`config.mk`:
```
export PLATFORM = sky130hd
export DESIGN_NAME = acl_txbuf_ctrl_flat
export DESIGN_NICKNAME = d
export VERILOG_FILES = /design/src/rtl/acl_txbuf_ctrl_if.sv /design/src/rtl/acl_txbuf_ctrl.sv /design/src/flat_wrapper.sv
export SDC_FILE = /design/constraint.sdc
export NUM_CORES = 1
export LEC_CHECK = 0
export BUFFER_PORTS_ARGS = -buffer_cell sky130_fd_sc_hd__buf_2
export CORE_UTILIZATION = 56
export DETAILED_ROUTE_END_ITERATION = 16
export GPL_TIMING_DRIVEN = 0
export PLACE_DENSITY_LB_ADDON = 0.15
export SYNTH_ARGS = -nofsm -noshare
export SYNTH_HDL_FRONTEND = slang
export SYNTH_SLANG_ARGS = --single-unit
export TNS_END_PERCENT = 100
```
`constraint.sdc`:
```
create_clock -name clk_6M -period 2.8 [get_ports clk_6M]
set_input_delay 0.56 -clock clk_6M [delete_from_list [all_inputs] [get_ports clk_6M]]
set_output_delay 0.56 -clock clk_6M [all_outputs]
set_load 0.05 [all_outputs]
```
`src/rtl/acl_txbuf_ctrl_if.sv`:
```
// ACL TX buffer bus: MCU commit side, arqflowctrl decisions and encoder side.
// master drives the requests; slave is the buffer controller.
`timescale 1ns/1ps
interface acl_txbuf_ctrl_if #(
  parameter int LEN_W = 10
) ();
  logic             conns_new;
  logic             mcu_commit_p;
  logic [LEN_W-1:0] mcu_len;
  logic [1:0]       mcu_llid;
  logic             tx_slot_p;
  logic             sendnewpy;
  logic             sendoldpy;
  logic             send0py;
  logic             remote_go;
  logic             tx_rd_p;
  logic             wr_sel;
  logic             buf_full;
  logic             commit_err_p;
  logic             tx_valid;
  logic             tx_sel;
  logic [LEN_W-1:0] tx_len;
  logic [1:0]       tx_llid;
  logic [LEN_W-1:0] tx_rdaddr;
  logic             tx_rd_last;
  logic             tx_done_p;

  modport master (
    output conns_new, mcu_commit_p, mcu_len, mcu_llid,
    output tx_slot_p, sendnewpy, sendoldpy, send0py,
    output remote_go, tx_rd_p,
    input  wr_sel, buf_full, commit_err_p,
    input  tx_valid, tx_sel, tx_len, tx_llid,
    input  tx_rdaddr, tx_rd_last, tx_done_p
  );

  modport slave (
    input  conns_new, mcu_commit_p, mcu_len, mcu_llid,
    input  tx_slot_p, sendnewpy, sendoldpy, send0py,
    input  remote_go, tx_rd_p,
    output wr_sel, buf_full, commit_err_p,
    output tx_valid, tx_sel, tx_len, tx_llid,
    output tx_rdaddr, tx_rd_last, tx_done_p
  );
endinterface

```
`src/rtl/acl_txbuf_ctrl.sv`:
```
// Ping-pong ACL TX payload buffer manager between MCU and packet encoder.
// Slots are filled at wp, transmitted from rp; acked slots return to MCU.
`timescale 1ns/1ps
module acl_txbuf_ctrl #(
  parameter int LEN_W   = 10,
  parameter int MAX_LEN = 339
) (
  input logic          clk_6M,
  input logic          rstz,
  acl_txbuf_ctrl_if.slave bus
);

  typedef enum logic {
    S_IDLE,
    S_INFL
  } st_t;

  localparam logic [LEN_W-1:0] MAX_L = LEN_W'(MAX_LEN);

  st_t              st_q, st_d;
  logic [1:0]       vld_q, vld_d;
  logic [LEN_W-1:0] len_q [2];
  logic [LEN_W-1:0] len_d [2];
  logic [1:0]       llid_q [2];
  logic [1:0]       llid_d [2];
  logic             wp_q, wp_d;
  logic             rp_q, rp_d;
  logic             txv_q, txv_d;
  logic             txsel_q, txsel_d;
  logic [LEN_W-1:0] txlen_q, txlen_d;
  logic [1:0]       txllid_q, txllid_d;
  logic [LEN_W-1:0] rdaddr_q, rdaddr_d;
  logic             done_q, done_d;
  logic             err_q, err_d;

  logic             commit_ok;
  logic             do_zero;
  logic             do_old;
  logic             do_new;
  logic             try_sel;
  logic             sel_idx;
  logic             rd_ok;

  // Decision terms; flush beats retransmit beats new payload.
  assign commit_ok = !vld_q[wp_q] && (bus.mcu_len <= MAX_L);
  assign do_zero   = bus.send0py;
  assign do_old    = bus.sendoldpy & ~bus.send0py;
  assign do_new    = bus.sendnewpy & ~bus.sendoldpy & ~bus.send0py;
  assign rd_ok     = txv_q && (txlen_q != '0)
                  && (rdaddr_q != txlen_q - 1'b1);

  // State register for FSM, slot table and registered outputs.
  always_ff @(posedge clk_6M or negedge rstz) begin
    if (!rstz) begin
      st_q     <= S_IDLE;
      vld_q    <= '0;
      len_q    <= '{default: '0};
      llid_q   <= '{default: '0};
      wp_q     <= 1'b0;
      rp_q     <= 1'b0;
      txv_q    <= 1'b0;
      txsel_q  <= 1'b0;
      txlen_q  <= '0;
      txllid_q <= '0;
      rdaddr_q <= '0;
      done_q   <= 1'b0;
      err_q    <= 1'b0;
    end else begin
      st_q     <= st_d;
      vld_q    <= vld_d;
      len_q    <= len_d;
      llid_q   <= llid_d;
      wp_q     <= wp_d;
      rp_q     <= rp_d;
      txv_q    <= txv_d;
      txsel_q  <= txsel_d;
      txlen_q  <= txlen_d;
      txllid_q <= txllid_d;
      rdaddr_q <= rdaddr_d;
      done_q   <= done_d;
      err_q    <= err_d;
    end
  end

  // Next state: commit, byte reads, TX slot decision, then conns_new wipe.
  always_comb begin
    st_d     = st_q;
    vld_d    = vld_q;
    len_d    = len_q;
    llid_d   = llid_q;
    wp_d     = wp_q;
    rp_d     = rp_q;
    txv_d    = txv_q;
    txsel_d  = txsel_q;
    txlen_d  = txlen_q;
    txllid_d = txllid_q;
    rdaddr_d = rdaddr_q;
    done_d   = 1'b0;
    err_d    = 1'b0;
    try_sel  = 1'b0;
    sel_idx  = rp_q;

    // Commit sees pre-cycle valid bits, so a free this cycle cannot help.
    if (bus.mcu_commit_p) begin
      if (commit_ok) begin
        vld_d[wp_q]  = 1'b1;
        len_d[wp_q]  = bus.mcu_len;
        llid_d[wp_q] = bus.mcu_llid;
        wp_d         = ~wp_q;
      end else begin
        err_d = 1'b1;
      end
    end

    if (bus.tx_rd_p && rd_ok) begin
      rdaddr_d = rdaddr_q + 1'b1;
    end

    if (bus.tx_slot_p) begin
      txv_d = 1'b0;
      unique case (st_q)
        S_INFL: begin
          unique case (1'b1)
            do_zero: begin
              vld_d[rp_q] = 1'b0;
              rp_d        = ~rp_q;
              done_d      = 1'b1;
              txv_d       = 1'b1;
              txlen_d     = '0;
              txllid_d    = 2'b01;
              rdaddr_d    = '0;
              st_d        = S_IDLE;
            end
            do_old: begin
              txv_d    = 1'b1;
              rdaddr_d = '0;
            end
            do_new: begin
              vld_d[rp_q] = 1'b0;
              rp_d        = ~rp_q;
              done_d      = 1'b1;
              st_d        = S_IDLE;
              try_sel     = 1'b1;
              sel_idx     = ~rp_q;
            end
            default: ;
          endcase
        end
        default: try_sel = 1'b1;
      endcase

      if (try_sel && vld_q[sel_idx] && bus.remote_go) begin
        txv_d    = 1'b1;
        txsel_d  = sel_idx;
        txlen_d  = len_q[sel_idx];
        txllid_d = llid_q[sel_idx];
        rdaddr_d = '0;
        rp_d     = sel_idx;
        st_d     = S_INFL;
      end
    end

    if (bus.conns_new) begin
      st_d     = S_IDLE;
      vld_d    = '0;
      len_d    = '{default: '0};
      llid_d   = '{default: '0};
      wp_d     = 1'b0;
      rp_d     = 1'b0;
      txv_d    = 1'b0;
      txsel_d  = 1'b0;
      txlen_d  = '0;
      txllid_d = '0;
      rdaddr_d = '0;
      done_d   = 1'b0;
      err_d    = 1'b0;
    end
  end

  assign bus.wr_sel       = wp_q;
  assign bus.buf_full     = vld_q[0] & vld_q[1];
  assign bus.commit_err_p = err_q;
  assign bus.tx_valid     = txv_q;
  assign bus.tx_sel       = txsel_q;
  assign bus.tx_len       = txlen_q;
  assign bus.tx_llid      = txllid_q;
  assign bus.tx_rdaddr    = rdaddr_q;
  assign bus.tx_rd_last   = (txlen_q != '0)
                         && (rdaddr_q == txlen_q - 1'b1);
  assign bus.tx_done_p    = done_q;

endmodule
```
`src/flat_wrapper.sv`:
```
// flat-port wrapper written by rule: the top's interface ports become plain ports
module acl_txbuf_ctrl_flat 
#(
  parameter int LEN_W   = 10,
  parameter int MAX_LEN = 339
)
  (clk_6M, rstz, bus_conns_new, bus_mcu_commit_p, bus_mcu_len, bus_mcu_llid, bus_tx_slot_p, bus_sendnewpy, bus_sendoldpy, bus_send0py, bus_remote_go, bus_tx_rd_p, bus_wr_sel, bus_buf_full, bus_commit_err_p, bus_tx_valid, bus_tx_sel, bus_tx_len, bus_tx_llid, bus_tx_rdaddr, bus_tx_rd_last, bus_tx_done_p);
  acl_txbuf_ctrl_if #(.LEN_W(LEN_W)) bus_i ();
  input logic clk_6M;
  input logic rstz;
  input wire logic [$bits(bus_i.conns_new)-1:0] bus_conns_new;
  input wire logic [$bits(bus_i.mcu_commit_p)-1:0] bus_mcu_commit_p;
  input wire logic [$bits(bus_i.mcu_len)-1:0] bus_mcu_len;
  input wire logic [$bits(bus_i.mcu_llid)-1:0] bus_mcu_llid;
  input wire logic [$bits(bus_i.tx_slot_p)-1:0] bus_tx_slot_p;
  input wire logic [$bits(bus_i.sendnewpy)-1:0] bus_sendnewpy;
  input wire logic [$bits(bus_i.sendoldpy)-1:0] bus_sendoldpy;
  input wire logic [$bits(bus_i.send0py)-1:0] bus_send0py;
  input wire logic [$bits(bus_i.remote_go)-1:0] bus_remote_go;
  input wire logic [$bits(bus_i.tx_rd_p)-1:0] bus_tx_rd_p;
  output wire logic [$bits(bus_i.wr_sel)-1:0] bus_wr_sel;
  output wire logic [$bits(bus_i.buf_full)-1:0] bus_buf_full;
  output wire logic [$bits(bus_i.commit_err_p)-1:0] bus_commit_err_p;
  output wire logic [$bits(bus_i.tx_valid)-1:0] bus_tx_valid;
  output wire logic [$bits(bus_i.tx_sel)-1:0] bus_tx_sel;
  output wire logic [$bits(bus_i.tx_len)-1:0] bus_tx_len;
  output wire logic [$bits(bus_i.tx_llid)-1:0] bus_tx_llid;
  output wire logic [$bits(bus_i.tx_rdaddr)-1:0] bus_tx_rdaddr;
  output wire logic [$bits(bus_i.tx_rd_last)-1:0] bus_tx_rd_last;
  output wire logic [$bits(bus_i.tx_done_p)-1:0] bus_tx_done_p;
  assign bus_i.conns_new = bus_conns_new;
  assign bus_i.mcu_commit_p = bus_mcu_commit_p;
  assign bus_i.mcu_len = bus_mcu_len;
  assign bus_i.mcu_llid = bus_mcu_llid;
  assign bus_i.tx_slot_p = bus_tx_slot_p;
  assign bus_i.sendnewpy = bus_sendnewpy;
  assign bus_i.sendoldpy = bus_sendoldpy;
  assign bus_i.send0py = bus_send0py;
  assign bus_i.remote_go = bus_remote_go;
  assign bus_i.tx_rd_p = bus_tx_rd_p;
  assign bus_wr_sel = bus_i.wr_sel;
  assign bus_buf_full = bus_i.buf_full;
  assign bus_commit_err_p = bus_i.commit_err_p;
  assign bus_tx_valid = bus_i.tx_valid;
  assign bus_tx_sel = bus_i.tx_sel;
  assign bus_tx_len = bus_i.tx_len;
  assign bus_tx_llid = bus_i.tx_llid;
  assign bus_tx_rdaddr = bus_i.tx_rdaddr;
  assign bus_tx_rd_last = bus_i.tx_rd_last;
  assign bus_tx_done_p = bus_i.tx_done_p;
  acl_txbuf_ctrl #(.LEN_W(LEN_W), .MAX_LEN(MAX_LEN)) u_core (.clk_6M(clk_6M), .rstz(rstz), .bus(bus_i));
endmodule
```
# Word-level counts from Yosys, hierarchy flattened
# Cells that the tools add are included.
word_totals:
  in_bits: 22
  out_inout_bits: 29
  ff_bits: 55
op_classes:
  n_reduce_logical: 25
  n_lt_le_gt_ge: 9
  add_sub_neg: 2
  muxes: 82
  eq_ne: 2
  bitwise: 13
op_table:
  columns: ["op", "count"]
  rows:
  - ["$mux 10", 15]
  - ["$mux 20", 3]
  - ["$mux 1", 40]
  - ["$mux 2", 15]
  - ["$bwmux 20", 1]
  - ["$mux 4", 3]
  - ["$add 10x1->10 const B", 1]
  - ["$demux 10 s1", 1]
  - ["$eq 10x10->1", 1]
  - ["$le 10x9->1 const B", 1]
  - ["$logic_and 1x1->1", 10]
  - ["$ne 10x10->1", 1]
  - ["$reduce_bool 10->1", 1]
  - ["$sub 10x1->10 const B", 1]
  - ["$reduce_bool 3->1", 3]
  - ["$reduce_bool 2->1", 4]
  - ["$lt 1x2->1 const B", 3]
  - ["$reduce_and 3->1", 2]
  - ["$and 1x1->1", 4]
  - ["$bwmux 4", 1]
  - ["$ge 2x2->1 const B", 2]
  - ["$not 1->1", 4]
  - ["$not 1->2", 2]
  - ["$reduce_and 2->1", 2]
  - ["other kinds (9)", 12]

# Depth between registers and ports, before layout
depth:
  depth_word: 13
  depth_mapped: 8
  mapped_depth_nobuf: 8

# Least setup slack after synthesis
# OpenSTA, ideal clock, no wires.
synth_timing:
  kind: "reg2out"
  start: "register u_core.txlen_q[0], in the netlist u_core.bus.tx_len[0]"
  end: "output bus_tx_rd_last"
  t_arrival_ns: 3.025
  n_path_buf: 0
  required_ns: 2.240
  path_slack_ns: -0.785
  path_stages_with_launch: 9
  path_cell_list: "dfrtp_1 > inv_1 > ha_1 > nor3b_1 > nand2_1 > xnor2_1 > nor3_2 > nand3_1 > a31oi_1"
synth_between:
  elab_chain_len: 3
synth_lines:
  columns: ["item", "line_no", "source"]
  rows:
  - ["start, declared", "acl_txbuf_ctrl.sv:30", "logic [LEN_W-1:0] txlen_q, txlen_d;"]
  - ["start signal, assigned", "acl_txbuf_ctrl.sv:77", "txlen_q <= txlen_d;"]
  - ["$sub 10x1->10", "acl_txbuf_ctrl.sv:189", "&& (rdaddr_q == txlen_q - 1'b1);"]
  - ["$eq 10x10->1", "acl_txbuf_ctrl.sv:189", null]
  - ["$logic_and 1x1->1 (*)", "acl_txbuf_ctrl.sv:189", null]
  - ["end, declared", "flat_wrapper.sv:29", "output wire logic [$bits(bus_i.tx_rd_last)-1:0] bus_tx_rd_last;"]
# Every way passes the cells marked *; elsewhere a longest branch is shown, timed or not.

# Worst setup path after layout
layout_timing:
  start: "register u_core.txlen_q[3], in the netlist u_core.bus.tx_len[3]"
  end: "output bus_tx_rd_last"
# The elaborated chain is that of the path after synthesis.

==> metrics <==
run status complete, but fails checks; failing checks setup timing; Setup crit end kind output pin; Sink Count 55; Max Fclk 356.2 MHz; chip height 75.40 µm; share of cells above drive strength 1 0.3031; sequential-to-total area share from yosys stat 0.4562; crit share post-route 1.003; async set or reset register ratio after synthesis 1.000; Synthesized Nets 306; DR vias 2604; Total Routing Usage GR 0.2793; element type at the critical path start flop; Remaining DRCs 0; die footprint ~5700 µm²; Fill cells 381; Critical Path Fanout Max 3; Worst R2R Start u_core.bus.tx_len[3]$_DFFE_PN0P_; largest net degree at the start of global routing 56; Yosys Warn Count 0; WL final about 7.6 mm; Core Area 5140 µm²; WL/cell 17.98 µm; # H-tree levels 2; Yosys top cell area share 0.4562; ANT nets after route 0; Post-synth EDFFs 0; Area growth, synth to finish 23.39%; VDD IR max 0.0002864 V; Reg2Reg Setup Slack 0.32 ns; IO Pins 51; CP Launch Point u_core.bus.tx_len[3]$_DFFE_PN0P_; Rows 26; final setup vio count 1; clock skew ~0.011 ns; # nets final 377; port bufs 49; commonest non-fill, non-tap cells in the layout 50 x buf_2, 49 x dfrtp_1, 25 x mux2i_1; Hold Buf Count CTS 0; diode count 0; Slew Limit Headroom 0.2146; Avg Inst Size Synth approximately 11 µm²; Leak ~0.0018 µW; Pwr Total 1598 µW; total gr overflow 0; Final Max Slew Viols 0; HP Class input pin to asynchronous set/reset pin; Worst Path Required 2.24 ns; placer congestion estimate 0.8467; Max-cap violations 0; first-pass GRT wire length 11.69 mm; Multi-input gate area 1605 µm²; Die X 75.40 µm; antenna violations before repair 0; worst slew pin tran between 1 and 1.5 ns; Initial Util 0.5869; dpl hpwl 4.926 mm; CTS max path bufs 2; First-pass DRT Iterations 4; unrepaired setup endpoints after global routing yes; CTS tree done; utilization after layout 0.7242; synthesized area 3017 µm²; crit path time final 2.808 ns; Detailed Route Iter0 Violations about 250; CTS Buf Count 5; commonest non-fill, non-tap cell in the layout buf_2; register area 1384 µm²; Setup TNS -0.007619 ns; Clk Latency, worst-skew pair between 0.3 and 0.4 ns; fin worst setup slack -0.007619 ns; critical path arrival about 2.3 ns; critical path type flop to output pin; Worst Reg-to-Reg Cells 8; number of global-route vias before repair 2442; Hold Vio Cnt, Final 0; R2R Path End u_core.bus.tx_rdaddr[9]$_DFF_PN0_; DR vias/cell 6.156; Synth Register Bits 55; Synth Instances about 280; ranking of synthesized cells by area dfrtp_1 46%, mux2i_1 8.3%, a22o_1 7.0%; pwr dens 429.2 nW/µm²; CTS Root Cell clkbuf_8; post-synth top area cell dfrtp_1; Clk pin slew, worst setup/hold paths 0.10 ns; Yosys cell types 49; Primary FF master, synth dfrtp_1
-- worst max-delay path, stage by stage (launching register included) --
cell	delay, ns
dfrtp_2	0.43
or4_4	0.57
o221a_1	0.28
a311oi_2	0.26
nand2_1	0.11
nand3_2	0.09
a31oi_4	0.04
buf_6	0.17
-- flip-flops by register name, summed over array words and instances (netlist names) --
| signal | count |
|---|---|
| u_core.bus.tx_llid | 2 |
| u_core.bus.tx_valid | 1 |
| u_core.st_q | 1 |
| u_core.len_q | 20 |
| u_core.bus.commit_err_p | 1 |
| u_core.bus.tx_rdaddr | 10 |
| u_core.bus.wr_sel | 1 |
| u_core.vld_q | 2 |
| u_core.llid_q | 4 |
| u_core.bus.tx_len | 10 |
| u_core.bus.tx_sel | 1 |
| u_core.rp_q | 1 |
| u_core.bus.tx_done_p | 1 |
-- cell type report --
class,count,area share
clock inverter,2,0.01613
multi-input combinational,190,0.4313
timing repair buffer,67,0.1039
buffer,17,0.01782
inverter,16,0.01613
sequential,55,0.3718
clock buffer,6,0.01950
tap,70,0.02353
-- through the flow --
step | instance area [µm²] | hold WS, ns | instances | setup slack, ns
6_report | 3722 | 0.4780 | 423 | -0.007619
5_1_grt | 3722 | 0.4837 | 423 | -0.07796
4_1_cts | 3617 | 0.4889 | 415 | 0.002245
3_5_place_dp | 3410 | 0.4716 | 400 | -0.08443
3_3_place_gp | 3410 | 0.4691 | 400 | -0.07647
2_1_floorplan | 3077 | 0.2644 | 281 | 0.01788
-- per-layer routing --
layer  GRT usage  part of all wire  up-vias
met2      0.4692              0.51      112
met5           0                 0        -
met3     0.04365             0.052       16
li1            -                 -     1207
met1      0.3700              0.42     1269
met4     0.09877             0.020        0
-- power by group --
group / switching, µW / internal [µW]
combinational: 109 / 52.9
sequential: 11.8 / 809
clock: 258 / 358
-- kinds of logic (layout without fill, tap and decap cells) --
logic type	count (synthesis)	after routing	share of synthesized area
buffers and inverters	36	108	0.04562
XOR/XNOR	15	15	0.04355
AO/OA/AOI/OAI	88	88	0.2372
flip-flops	55	55	0.4562
AND/OR/NAND/NOR	58	58	0.1182
adder cells (fa/ha/maj)	3	3	0.01244
multiplexers	26	26	0.08669
-- synth_stat cells, types with 4 or more instances --
master / number
dfrtp_1: 55
mux2i_1: 25
a22o_1: 24
o211ai_1: 21
clkbuf_1: 17
inv_1: 16
a21oi_1: 14
o2bb2ai_1: 11
nand4_1: 9
nor2_1: 9
xor2_1: 8
nand2_1: 7
nand3_1: 7
xnor2_1: 7
and3_1: 4
o21a_1: 4
-- worst max path at each step --
stage	depth (start not counted)	slack, ns	to
after detailed placement	9	-0.08	bus_tx_rd_last
after global placement	9	-0.08	bus_tx_rd_last
after global routing	9	-0.08	bus_tx_rd_last
after floorplan	7	0.02	bus_tx_rd_last
after CTS	9	0.002	bus_tx_rd_last
final	7	-0.008	bus_tx_rd_last
-- repair_timing --
item	CTS	global route
setup buffers	9	9
resized for setup	8	7
pin swaps	5	7
setup endpoints to repair	1	1
No activity file was read; power rests on OpenSTA's default activity.
